<file path="src/rtl/imem_loader.sv">
// Framed byte-stream boot loader: MAGIC, 16-bit length, payload, checksum.
// Payload bytes fill instruction memory from address 0; core is held until a good frame.
module imem_loader #(
  parameter int unsigned ADDR_W = 8,
  parameter logic [7:0]  MAGIC  = 8'hA5
) (
  input  logic              clk,
  input  logic              reset,
  input  logic              in_valid,
  input  logic [7:0]        in_data,
  output logic              in_ready,
  output logic              mem_we,
  output logic [ADDR_W-1:0] mem_addr,
  output logic [7:0]        mem_wdata,
  output logic              cpu_hold,
  output logic              load_done,
  output logic              load_err
);

  typedef enum logic [2:0] {
    StIdle, StLenLo, StLenHi, StData, StCsum, StDone, StErr
  } state_e;

  // One past the highest address; a length equal to this fills memory exactly.
  localparam logic [16:0] Cap = 17'd1 << ADDR_W;

  state_e            state_q, state_d;
  logic [15:0]       len_q, len_d;
  logic [16:0]       cnt_q, cnt_d, cnt_inc;
  logic [7:0]        sum_q, sum_d;
  logic              in_ready_q;
  logic              mem_we_q, mem_we_d;
  logic [ADDR_W-1:0] mem_addr_q, mem_addr_d;
  logic [7:0]        mem_wdata_q, mem_wdata_d;
  logic              cpu_hold_q, cpu_hold_d;
  logic              load_done_q, load_done_d;
  logic              load_err_q, load_err_d;
  logic              accept;
  logic [16:0]       len_full;

  assign accept = in_valid && in_ready_q;

  always_comb begin
    state_d     = state_q;
    len_d       = len_q;
    cnt_d       = cnt_q;
    sum_d       = sum_q;
    mem_we_d    = 1'b0;
    mem_addr_d  = mem_addr_q;
    mem_wdata_d = mem_wdata_q;
    cpu_hold_d  = cpu_hold_q;
    load_done_d = load_done_q;
    load_err_d  = load_err_q;
    cnt_inc     = cnt_q + 17'd1;
    len_full    = {1'b0, in_data, len_q[7:0]};

    if (accept) begin
      unique case (state_q)
        StIdle, StDone, StErr: begin
          if (in_data == MAGIC) begin
            state_d     = StLenLo;
            load_done_d = 1'b0;
            load_err_d  = 1'b0;
            cpu_hold_d  = 1'b1;
            cnt_d       = '0;
            sum_d       = '0;
          end
        end
        StLenLo: begin
          len_d[7:0] = in_data;
          state_d    = StLenHi;
        end
        StLenHi: begin
          len_d[15:8] = in_data;
          // Oversize lengths are rejected here so addresses can never wrap.
          if (len_full > Cap) begin
            state_d    = StErr;
            load_err_d = 1'b1;
          end else if (len_full == 17'd0) begin
            state_d = StCsum;
          end else begin
            state_d = StData;
          end
        end
        StData: begin
          mem_we_d    = 1'b1;
          mem_addr_d  = cnt_q[ADDR_W-1:0];
          mem_wdata_d = in_data;
          sum_d       = sum_q + in_data;
          cnt_d       = cnt_inc;
          if (cnt_inc == {1'b0, len_q}) state_d = StCsum;
        end
        StCsum: begin
          if (in_data == sum_q) begin
            state_d     = StDone;
            load_done_d = 1'b1;
            cpu_hold_d  = 1'b0;
          end else begin
            state_d    = StErr;
            load_err_d = 1'b1;
          end
        end
        default: state_d = StIdle;
      endcase
    end
  end

  always_ff @(posedge clk) begin
    if (reset) begin
      state_q     <= StIdle;
      len_q       <= '0;
      cnt_q       <= '0;
      sum_q       <= '0;
      in_ready_q  <= 1'b0;
      mem_we_q    <= 1'b0;
      mem_addr_q  <= '0;
      mem_wdata_q <= '0;
      cpu_hold_q  <= 1'b1;
      load_done_q <= 1'b0;
      load_err_q  <= 1'b0;
    end else begin
      state_q     <= state_d;
      len_q       <= len_d;
      cnt_q       <= cnt_d;
      sum_q       <= sum_d;
      in_ready_q  <= 1'b1;
      mem_we_q    <= mem_we_d;
      mem_addr_q  <= mem_addr_d;
      mem_wdata_q <= mem_wdata_d;
      cpu_hold_q  <= cpu_hold_d;
      load_done_q <= load_done_d;
      load_err_q  <= load_err_d;
    end
  end

  assign in_ready  = in_ready_q;
  assign mem_we    = mem_we_q;
  assign mem_addr  = mem_addr_q;
  assign mem_wdata = mem_wdata_q;
  assign cpu_hold  = cpu_hold_q;
  assign load_done = load_done_q;
  assign load_err  = load_err_q;

endmodule

</file>
<file path="config.mk">
export PLATFORM = sky130hd
export DESIGN_NAME = imem_loader
export DESIGN_NICKNAME = d
export VERILOG_FILES = /design/src/rtl/imem_loader.sv
export SDC_FILE = /design/constraint.sdc
export NUM_CORES = 1
export LEC_CHECK = 0
export CAP_MARGIN = 5
export CORE_MARGIN = 3
export CORE_UTILIZATION = 58
export CTS_CLUSTER_DIAMETER = 120
export DETAILED_ROUTE_END_ITERATION = 10
export PLACE_DENSITY = 0.8
export SLEW_MARGIN = 5
export SYNTH_ARGS = -nofsm -noshare
export SYNTH_HDL_FRONTEND = slang
export SYNTH_SLANG_ARGS = --single-unit
export TNS_END_PERCENT = 5
</file>
<file path="constraint.sdc">
create_clock -name clk -period 3.35 [get_ports clk]
set_input_delay 0.8375 -clock clk [delete_from_list [all_inputs] [get_ports clk]]
set_output_delay 0.8375 -clock clk [all_outputs]
set_load 0.05 [all_outputs]
</file>
[Word level (Yosys, flattened, before mapping)]
Cells that the tools add are included.
Cells by class
  equal/unequal tests: 14
  add/sub/neg operators: 2
  bitwise logic cells: 1
  multiplexer cells: 21
  reductions and logical operators: 15
  magnitude comparators: 1
Operators by type and width (count)
  case mux 17 bit (2 select lines): 1
  adder 17 x 1 -> 17 bit (second input constant): 1
  equality test 17 x 16 -> 1 bit: 1
  two-way mux 17 bit: 1
  > comparator 16 x 9 -> 1 bit (second input constant): 1
  zero test 16 bit: 1
  case mux 8 bit (2 select lines): 1
  case mux 3 bit (5 select lines): 1
  two-way mux 3 bit: 4
  inequality test 2 bit (second input constant): 5
  equality test 3 bit (second input constant): 3
  adder 8 bit: 1
  equality test 8 bit: 1
  equality test 8 bit (second input constant): 1
  two-way mux 1 bit: 8
  two-way mux 8 bit: 1
  equality test 3 x 2 -> 1 bit (second input constant): 2
  AND reduction 2 bit: 3
  AND reduction 3 bit: 2
  AND reduction 5 bit: 1
  case mux 1 bit (2 select lines): 2
  AND reduction 4 bit: 1
  nonzero test 2 bit: 2
  equality test 3 x 1 -> 1 bit (second input constant): 1
  8 further kinds: 8
Word-level totals
  word-level logic and storage cells: 66
  register bits after elaboration: 65
  output and inout bits: 21

[Logic depth before layout (Yosys ltp)]
  depth after elaboration: 4
  gate-level depth with buffers: 9

[Worst setup path before layout]
Ideal clock, no wire load.
  path kind: input -> register
  start: in in_data[1]
  end: reg sum_q[7]
  path slack: 0.757 ns
  arrival time: 2.466 ns
  setup time: 0.127 ns
  stages: 6
  buffers on the path: 0
  required time: 3.223 ns
  cell sequence: or4_4 > or3_4 > nor2_4 > nor2_2 > and3_1 > or3b_1
On the way
  longest elaborated chain between the ends: 3
  elaborated cells on any way between the ends: 5
  classes of those cells: 1 x add/sub; 2 x eq/ne; 1 x mux; 1 x reduce/logical
Ends and longest elaborated chain
  start: declaration: line 10  | input logic [7:0] in_data,
  parallel branches: the longest is 3 deep, another holds adder 8 bit
  end signal: assignment: line 125  | sum_q <= sum_d;
  end: declaration: line 30  | logic [7:0] sum_q, sum_d;
Parallel ways; which one is timed is not known.
A chain may end at the register's enable or synchronous reset.

[Final worst setup path]
  start: reg cnt_q[0]
  end: reg state_q[1]
On the way
  longest elaborated chain between the ends: 4
Ends and longest elaborated chain
  start: declaration: line 29  | logic [16:0] cnt_q, cnt_d, cnt_inc;
  start signal: assignment: line 124  | cnt_q <= cnt_d;
  adder 17 x 1 -> 17 bit: line 54  | cnt_inc = cnt_q + 17'd1;
  equality test 17 x 16 -> 1 bit: line 91  | if (cnt_inc == {1'b0, len_q}) state_d = StCsum;
  inequality test 2 bit (no source line)
  AND reduction 3 bit (no source line)
  end signal: assignment: line 110  | state_q <= StIdle;
  end signal: assignment: line 122  | state_q <= state_d;
  end: declaration: line 27  | state_e state_q, state_d;
No other way between the ends.

==> out/summary.md <==
### Synth
* 0.05311 — multiplexer area fraction after synthesis
* 64 — count of cell types in the netlist
* 8.211 sq um — Avg Inst Size Synth
* 0.1801 — Synth Area in Compound Gates
* 459 — post-synth net total
* sky130_fd_sc_hd__dfxtp_1 — most repeated cell in the gate-level netlist after synthesis
* sky130_fd_sc_hd__dfxtp_1 36%, sky130_fd_sc_hd__a21oi_1 6.1%, sky130_fd_sc_hd__nor2_1 5.3% — Synth area leaders
* 0.03332 — Synth Area in Adders
* 0.3610 — share of Yosys cell area claimed by the top area cell type
* 0 — fraction of registers with async set or reset after synthesis
* sky130_fd_sc_hd__dfxtp_1 — area leader, netlist
* sky130_fd_sc_hd__dfxtp_1 — most common flop cell mapped by yosys
* 0.3610 — fraction of the yosys area taken by sequential cells
* 439 — synthesized netlist cell count
* 0 — number of enable flip-flop cells after synthesis
* 0.2728 — simple-gate area share of the yosys netlist
* 65 x sky130_fd_sc_hd__dfxtp_1, 51 x sky130_fd_sc_hd__nor2_1, 48 x sky130_fd_sc_hd__nand2_1 — top cells by count, synth
* 0.05588 — parity-gate share of the synthesized area counting xor and xnor cells
* 3605 sq um — area of the mapped netlist
* 65 — flip-flop and latch count after synthesis
* 0 — Syn. warnings
* simple AND/OR/NAND/NOR gates — largest family of logic cells by synthesized area

### STA
* 0 ns — Fin Setup TNS
* 0.4548 ns — Hold Worst Slack
* 353.6 MHz — Max Clock Freq
* 0.007809 ns — clock tree skew after final layout
* 0 — final setup violation count
* 0 — final hold vios
* 2.828 ns — final period demand of the worst path
* 0 — number of slew-limit violations in the final report
* 0.6011 ns — Worst Tran Pin Value
* 0.8442 — Tcrit/Tclk final
* 0.5956 — normalized max-slew margin
* no — unrepaired setup endpoints after global routing

### Clock tree
* 3 — CTS H-Tree Depth
* built — TritonCTS clock tree
* 0 — Hold Buf Count CTS
* 0 — post-CTS repair timing setup buffer count
* 0.34 ns — later-pin clock latency in the skew report
* 9 — TritonCTS Buffers
* 0 — # resized after CTS
* 0.08 ns — clock-pin slew of the registers on the worst-case setup and hold paths
* 2 — maximum number of buffers from clock root to sink
* sky130_fd_sc_hd__clkbuf_8 — clock root buffer
* 65 — clock sink count

### Drt
* 0 — DRC Markers
* 3419 — detailed-route via count
* 230 — 1st-iter DRT viols
* 8.981 mm — wire length reported by the detailed router
* 16.45 microns — Routed wire per std cell
* 7 — first drt pass iteration count
* 6.262 — number of vias per cell
* 0 — remaining antenna violation count after routing

### Flow run
* 0 — maximum capacitance violations

### Setup path
* 3.56 ns — endpoint required time on the critical path
* state_q[1] — Critical R2R Capture
* register to register — critical path type
* 7 — number of cell instances on the worst register-to-register path
* register — startpoint class of the critical path
* register — capturing element type of the critical path
* cnt_q[0] — worst reg2reg startpoint
* 0.52 ns — flop-to-flop setup slack
* 11 — Max FO, Critical Path
* 3.04 ns — endpoint arrival time on the critical path

### Floorplan
* 84.84 microns — Die Span X
* 28 — Core Rows
* 84.84 microns — Die H
* 7197 sq um — Die ar.
* 32 — I/O pin total
* 0.6053 — effective utilization at floorplan
* 5956 sq um — Core Box Area

### Layout
* 0 — antenna cell count
* 0.1062 — fraction of final layout cells with drive strength greater than 1
* 17.74% — post-synthesis to final-layout area growth
* 486 — Post-layout nets

### Global routing
* 14.80 mm — first-pass GRT wire length
* 0.2520 — overall routing resource usage
* 3171 — number of global-route vias before repair
* 0 — antenna violations before repair
* 0 — aggregate global routing overflow
* 44 — maximum number of pins on one net before global-route repair

### Hold path
* 2 — Worst Hold Path Cells
* register to register — Tightest Hold Check Type
* mem_wdata[4] — Hold EP
* mem_wdata[4] — hold wc startpoint

### Pwr
* 0.3205 mV — largest voltage drop on the vdd net
* 1.581 nW — reported leakage power
* 397.1 nW/um^2 — Power per Cell Area

### Run status
* completed — run status

### Placement
* 6.213 mm — Detailed Place HPWL
* 0.8543 — final weighted congestion in routability-driven placement
* 31 — number of I/O port buffers

-- worst max-delay path by stage --
stage | startpoint | endpoint | cells past startpoint
2_1_floorplan | in_data[1] | sum_q[7] | 6
3_3_place_gp | in_data[1] | sum_q[7] | 7
3_5_place_dp | in_data[1] | state_q[2] | 7
4_1_cts | cnt_q[0] | state_q[1] | 7
5_1_grt | cnt_q[0] | state_q[1] | 7
6_report | cnt_q[0] | state_q[1] | 7
-- logic make-up after synthesis --
group                    Yosys count
AND/OR/NAND/NOR                  182
XOR/XNOR                          23
multiplexers                      19
AO/OA/AOI/OAI                    106
adder cells (fa/ha/maj)            9
buffers and inverters             35
flip-flops                        65
-- layer usage --
metal	track usage	vias to the layer above	share of wire
met1	0.3277	1637	0.45
met4	0.09784	0	0.020
met5	0	-	0
met2	0.4064	125	0.47
li1	-	1637	-
met3	0.05922	20	0.060
-- power by group --
part           internal (mW)  switching (mW)
sequential             0.772        0.000788
clock                  0.517           0.332
combinational         0.0241          0.0386
-- critical path, cell delays in order, from the launching register on --
cell and delay, ns:
sky130_fd_sc_hd__dfxtp_1 0.57, sky130_fd_sc_hd__ha_1 0.36, sky130_fd_sc_hd__nand3_4 0.16, sky130_fd_sc_hd__or4_1 0.73, sky130_fd_sc_hd__o21ai_1 0.20, sky130_fd_sc_hd__o2111ai_1 0.18, sky130_fd_sc_hd__nor4_4 0.39, sky130_fd_sc_hd__o22ai_1 0.12
-- through the flow --
step	util	worst slack [ns]	area (sq um)	power [mW]	std cells
2_1_floorplan	-	0.7567	3605	0.8201	439
3_3_place_gp	0.6704	0.2824	3993	0.8524	530
3_5_place_dp	0.6704	0.2261	3993	0.8533	530
4_1_cts	0.7126	0.5304	4244	1.688	546
5_1_grt	0.7126	0.3763	4244	1.735	546
6_report	0.7126	0.5221	4244	1.686	546
-- state kept, by name, indices dropped and copies added (netlist names) --
signal	flops
cnt_q	17
cpu_hold	1
in_ready	1
len_q	16
load_done	1
load_err	1
mem_addr	8
mem_wdata	8
mem_we	1
state_q	3
sum_q	8
-- cells in the final DEF, fill, tap and decap left out, types with 3 or more instances in the layout --
| master | n |
|---|---|
| sky130_fd_sc_hd__nand2b_1 | 6 |
| sky130_fd_sc_hd__and2_1 | 4 |
| sky130_fd_sc_hd__o21ai_1 | 16 |
| sky130_fd_sc_hd__nand3_1 | 12 |
| sky130_fd_sc_hd__buf_4 | 13 |
| sky130_fd_sc_hd__clkbuf_8 | 10 |
| sky130_fd_sc_hd__a31oi_1 | 9 |
| sky130_fd_sc_hd__mux2i_1 | 18 |
| sky130_fd_sc_hd__a211oi_1 | 3 |
| sky130_fd_sc_hd__and4_1 | 3 |
| sky130_fd_sc_hd__o31ai_1 | 3 |
| sky130_fd_sc_hd__nand2_1 | 48 |
| sky130_fd_sc_hd__xnor2_1 | 14 |
| sky130_fd_sc_hd__a21oi_1 | 44 |
| sky130_fd_sc_hd__nor4_1 | 5 |
| sky130_fd_sc_hd__a311oi_1 | 4 |
| sky130_fd_sc_hd__o21ai_0 | 5 |
| sky130_fd_sc_hd__o2111ai_1 | 3 |
| sky130_fd_sc_hd__or4_1 | 4 |
| sky130_fd_sc_hd__inv_1 | 5 |
| sky130_fd_sc_hd__a2111oi_0 | 3 |
| sky130_fd_sc_hd__or3_1 | 6 |
| sky130_fd_sc_hd__bufinv_16 | 3 |
| sky130_fd_sc_hd__nor2_1 | 51 |
| sky130_fd_sc_hd__and3_1 | 5 |
| sky130_fd_sc_hd__nand4_1 | 6 |
| sky130_fd_sc_hd__nor3_1 | 11 |
| sky130_fd_sc_hd__xor2_1 | 9 |
| sky130_fd_sc_hd__ha_1 | 8 |
| sky130_fd_sc_hd__dfxtp_1 | 65 |
| sky130_fd_sc_hd__clkdlybuf4s50_1 | 30 |
| sky130_fd_sc_hd__a21o_1 | 3 |
-- cell type report --
class,instances,area [sq um]
multi-input combinational,339,2152
tap,75,93.84
timing repair buffer,45,422.9
clock buffer,10,137.6
inverter,6,22.52
sequential,65,1301
clock inverter,6,113.9
fill,488,1712
(Power assumes the default switching activity.)
